[config.mk]
export PLATFORM = sky130hd
export DESIGN_NAME = inv_ark_sequencer
export DESIGN_NICKNAME = d
export VERILOG_FILES = /design/src/rtl/inv_ark_sequencer.sv
export SDC_FILE = /design/constraint.sdc
export NUM_CORES = 2
export LEC_CHECK = 0
export BUFFER_PORTS_ARGS = -buffer_cell sky130_fd_sc_hd__buf_4
export CAP_MARGIN = 20
export CORE_MARGIN = 1.5
export CORE_UTILIZATION = 30
export DETAILED_ROUTE_END_ITERATION = 6
export GPL_TIMING_DRIVEN = 0
export PLACE_DENSITY = 0.46
export SLEW_MARGIN = 0
export SYNTH_ARGS = -nofsm -noshare
export SYNTH_HDL_FRONTEND = slang
export SYNTH_SLANG_ARGS = --single-unit
[constraint.sdc]
create_clock -name clk -period 111.3 [get_ports clk]
set_input_delay 5.565 -clock clk [delete_from_list [all_inputs] [get_ports clk]]
set_output_delay 5.565 -clock clk [all_outputs]
set_load 0.005 [all_outputs]
[src/rtl/inv_ark_sequencer.sv]
// Inverse AddRoundKey sequencer: XORs each incoming state beat with the
// round key for the current round, walking rounds 10 down to 0 per block.
module inv_ark_sequencer (
  input  logic             clk,
  input  logic             rst,
  input  logic             rk_we,
  input  logic [3:0]       rk_addr,
  input  logic [3:0][31:0] rk_i,
  output logic             key_err,
  input  logic             in_valid,
  output logic             in_ready,
  input  logic [3:0][31:0] state_i,
  output logic             out_valid,
  input  logic             out_ready,
  output logic [3:0][31:0] state_o,
  output logic [3:0]       round_o,
  output logic             last_o
);

  typedef enum logic {IDLE, ACTIVE} fsm_t;

  localparam logic [3:0] LAST_RND = 4'd10;

  fsm_t             fsm_q, fsm_d;
  logic [3:0]       cnt_q, cnt_d;
  logic             vld_q, vld_d;
  logic [3:0][31:0] st_q, st_d;
  logic [3:0]       rnd_q, rnd_d;
  logic             kerr_q, kerr_d;
  logic [3:0][31:0] key_q [11];
  logic [3:0][31:0] key_sel;
  logic             accept;
  logic             idle;
  logic             key_ok;

  assign in_ready  = !vld_q || out_ready;
  assign accept    = in_valid && in_ready;
  assign idle      = (fsm_q == IDLE) && (cnt_q == LAST_RND) && !vld_q;
  // A write racing the round-10 acceptance would change the key the
  // block is about to start with, so it is refused.
  assign key_ok    = rk_we && (rk_addr <= LAST_RND) && idle && !accept;
  assign key_sel   = (cnt_q <= LAST_RND) ? key_q[cnt_q] : '0;

  assign out_valid = vld_q;
  assign state_o   = st_q;
  assign round_o   = rnd_q;
  assign last_o    = vld_q && (rnd_q == 4'd0);
  assign key_err   = kerr_q;

  // Next state for round FSM, counter and output register
  always_comb begin
    fsm_d  = fsm_q;
    cnt_d  = cnt_q;
    vld_d  = vld_q;
    st_d   = st_q;
    rnd_d  = rnd_q;
    kerr_d = rk_we && !key_ok;
    if (accept) begin
      st_d  = state_i ^ key_sel;
      rnd_d = cnt_q;
      vld_d = 1'b1;
      if (cnt_q == 4'd0) begin
        cnt_d = LAST_RND;
        fsm_d = IDLE;
      end else begin
        cnt_d = cnt_q - 4'd1;
        fsm_d = ACTIVE;
      end
    end else if (out_ready) begin
      vld_d = 1'b0;
    end
  end

  // Control and output registers
  always_ff @(posedge clk or posedge rst) begin
    if (rst) begin
      fsm_q  <= IDLE;
      cnt_q  <= LAST_RND;
      vld_q  <= 1'b0;
      st_q   <= '0;
      rnd_q  <= 4'd0;
      kerr_q <= 1'b0;
    end else begin
      fsm_q  <= fsm_d;
      cnt_q  <= cnt_d;
      vld_q  <= vld_d;
      st_q   <= st_d;
      rnd_q  <= rnd_d;
      kerr_q <= kerr_d;
    end
  end

  // Round-key storage, writable only while idle
  always_ff @(posedge clk or posedge rst) begin
    if (rst) begin
      for (int i = 0; i < 11; i++) key_q[i] <= '0;
    end else if (key_ok) begin
      key_q[rk_addr] <= rk_i;
    end
  end

endmodule

==> impl_summary.log <==
INFO  metric boundaryPins = 401
INFO  metric rsz_0062_raised_after_global_routing = no
INFO  metric grtUsageMet1 = 0.252
INFO  metric grt_most_used_layer = met2
INFO  metric clkLatencyLatePin = 0.84 ns
INFO  metric fp.coreArea = 232,000 um2
INFO  metric rr_endpoint = state_o[107]
INFO  metric synth.yosys.seq_area_share = 0.552
INFO  metric use_met3 = 0.0273
INFO  metric port_buffers = 400
INFO  metric cts_root_buf = clkbuf_16
INFO  metric cts-hold-fix-buffers = 0
INFO  metric count_of_clock_tree_sinks = 1,547
INFO  metric synth_area_leaders = dfrtp_1, mux2_2, mux2i_1
INFO  metric share_clk_of_total_power = 0.372
INFO  metric syn-instance-count = 5,184
INFO  metric worst_r2r_path_depth = 9
INFO  metric nets = 6,067
INFO  metric timing_worst_slew_pin_value = 1.07 ns
INFO  metric hold_path_startpoint = state_o[62]
INFO  metric synth_area = 70,100 um2
INFO  metric clk_pin_slew = 0.06 ns
INFO  metric internal_power = 1.10 mW
INFO  metric number_of_enable_type_register_cells_in_the_synthesized_netlist = 0
INFO  metric power.net_switching = 0.553 mW
INFO  metric crit_start = out_ready
INFO  metric groute.usage.overall = 0.186
INFO  metric dp_slack = 99.70 ns
INFO  metric hold-path-cell-count = 2
INFO  metric postCtsSetupRepairBufs = 0
INFO  metric cts_inserted_buffers = 186
INFO  metric p_seq_frac = 0.362
INFO  metric layout_setup_ws = 99.69 ns
INFO  metric finalHoldViolCount = 0
INFO  metric drt-vias-per-instance = 4.91
INFO  metric period_minus_slack = 11.61 ns
INFO  metric postSynthNetCount = 5,451
INFO  metric dieHeight = 486 um
INFO  metric timing.critical_path.fanout_max = 4
INFO  metric synth_top_area_frac = 0.552
INFO  metric cellLeakagePower = 41.0 nW
INFO  metric crit_start_category = primary input
INFO  metric antenna_violations_before_repair = 39
INFO  metric dr.first_iter.drc_count = 2,057
INFO  metric dominantRegCellSynth = dfrtp_1
INFO  metric postLayoutCoreUtil = 0.361
INFO  metric switching_share = 0.334
INFO  metric post_synth.cell_area_avg = 13.5 um2
INFO  metric fmax = 86.2 MHz
INFO  metric clock_skew = 0.0493 ns
INFO  metric synth-seq-cells = 1,547
INFO  metric drt_pre_antenna_iters = 5
INFO  metric timing.setup.tns = 0 ns
INFO  metric critical_path.endpoint_type = primary output
INFO  metric grt_max_degree = 126
INFO  metric totalPowerFinal = 1.65 mW
INFO  metric timing_max_transition_violations_final = 0
INFO  metric post_route_cell_area = 83,800 um2
INFO  metric final_layout_size_suffix_gt1_frac = 0.366
INFO  metric post_dp_cell_area = 77,600 um2
INFO  metric area_growth_syn_to_layout = 19.6%
INFO  metric data_required_time_of_the_worst_path = 105.74 ns
INFO  metric route.detailed.drc = 0
INFO  metric htreeDepth = 4
INFO  metric peak_ir_drop_on_the_vdd_network = 11.6 uV
INFO  metric row_count = 177
INFO  metric yosysUniqueCellTypes = 32
INFO  metric status = completed
INFO  metric reg2reg_slack = 107.01 ns
INFO  metric first_global_vias = 47,200
INFO  metric r2r-start = out_valid
INFO  metric yosysWarnings = 0
INFO  metric comb_power_share = 0.266
INFO  metric async_reset_ff_frac = 1.00
INFO  metric ctsLongestPathBuffers = 3
INFO  metric grt-ovfl-total = 0
INFO  metric final-setup-viol-count = 0
INFO  metric die_area = 236,000 um2
INFO  metric endpoint = in_ready
INFO  metric num_vias = 44,300
INFO  metric cap_viol_max_count = 0
INFO  metric cts_repair_resized_insts = 0
INFO  metric hpwl = 154 mm
INFO  metric power_density = 19.7 nW/um2
INFO  metric max-slew-margin-rel = 0.290
INFO  metric route.antenna.remaining_nets = 0
INFO  metric gpl.final_weighted_congestion = 0.767
INFO  metric setup.worst_path.class = in -> out
INFO  metric start_util = 0.302
INFO  metric synth_area_leader_cell = dfrtp_1
INFO  metric die_w = 486 um
INFO  metric post_drt_wl_per_cell = 24.5 um
INFO  metric wire_length_of_the_first_global_routing_pass = 325 mm
INFO  metric grtUsageMet2 = 0.309
INFO  metric tritoncts = done
INFO  metric routed_wirelength = 221 mm
INFO  metric data_arrival_critical_path = 6.04 ns
INFO  metric holdCritPathClass = reg -> reg
INFO  metric final.period_utilization = 0.104
==> worst max-delay path, cell delays in order <==
cell      delay, ns
buf_4          0.10
nand2b_1       0.20
buf_4          0.17
==> cells in the final DEF (no fill, tap or decap), types with 4 or more instances in the layout <==
cell / count
nand2b_1: 4
a22oi_1: 256
inv_1: 130
nand2_1: 151
clkbuf_16: 190
clkbuf_8: 43
o21ai_0: 134
bufinv_16: 9
buf_1: 5
nor2b_1: 5
xor2_1: 128
nor2_1: 6
inv_6: 4
mux2_2: 1218
mux2i_1: 640
diode_2: 16
dfrtp_1: 1545
o221ai_1: 128
clkbuf_1: 303
buf_2: 213
mux2_1: 191
clkbuf_2: 20
buf_12: 4
clkinv_2: 31
buf_4: 408
nand4_1: 128
buf_16: 20
==> state kept, by name, summed over array words and instances (netlist names) <==
| signal | count |
|---|---|
| state_o | 128 |
| key_q | 1408 |
| out_valid | 1 |
| fsm_q | 1 |
| cnt_q | 4 |
| round_o | 4 |
| key_err | 1 |
==> layer usage <==
| layer | part of all wire | up-vias | wire (um) |
|---|---|---|---|
| li1 | - | 20100 | - |
| met1 | 0.46 | 23100 | 101000 |
| met2 | 0.47 | 843 | 105000 |
| met3 | 0.043 | 283 | 9500 |
| met4 | 0.024 | 10 | 5370 |
| met5 | 0.00029 | - | 65 |
==> synthesized netlist by cell type (128+ instances only) <==
library cell and number:
dfrtp_1 1545, mux2_2 1218, mux2i_1 640, clkbuf_1 274, a22oi_1 256, buf_2 213, mux2_1 191, nand2_1 151
o21ai_0 134, inv_1 131, nand4_1 128, o221ai_1 128, xor2_1 128
==> worst min-delay path by stage <==
stage | to | slack [ns]
4_1_cts | state_o[6] | 0.49
3_3_place_gp | state_o[50] | 0.46
5_1_grt | state_o[45] | 0.50
6_report | state_o[62] | 0.48
2_1_floorplan | key_q[1235] | 0.46
3_5_place_dp | state_o[6] | 0.47
==> power by group through the flow <==
| stage | clock network [mW] | logic [mW] | registers (mW) |
|---|---|---|---|
| CTS | 0.635 | 0.451 | 0.599 |
| floorplan | 0 | 0.238 | 0.610 |
| global route | 0.656 | 0.472 | 0.602 |
| detailed placement | 0 | 0.450 | 0.609 |
| global placement | 0 | 0.444 | 0.612 |
| finish | 0.615 | 0.439 | 0.599 |
==> per-stage QoR <==
step	instances	hold WS (ns)
floorplan	5184	0.464
global placement	8627	0.463
detailed placement	8655	0.473
CTS	8992	0.486
global route	9000	0.495
finish	9008	0.477
==> cells by family (layout without fill, tap and decap cells) <==
group | Yosys count | count (layout) | synth area share
muxes | 2049 | 2049 | 0.318
DFF | 1547 | 1547 | 0.552
buffers and inverters | 630 | 1395 | 0.0380
AOI/OAI and AO/OA | 521 | 521 | 0.0533
and+or+nand+nor | 307 | 307 | 0.0221
xor gates and xnor gates | 128 | 128 | 0.0160
adders and majority gates | 2 | 2 | 0.000357
other | 0 | 16 | 0
==> final cells by class <==
cell class | instances | area, um2
diodes | 16 | 40.0
plain buffers | 499 | 2190
clock buffers | 282 | 5530
clock inverters | 55 | 658
fillers | 22600 | 148000
inverters | 131 | 499
multi-input cells | 3007 | 28700
flip-flops and latches | 1547 | 38700
well taps | 3043 | 3810
repair buffers | 428 | 3680
Power figures use the tool's default switching activity.
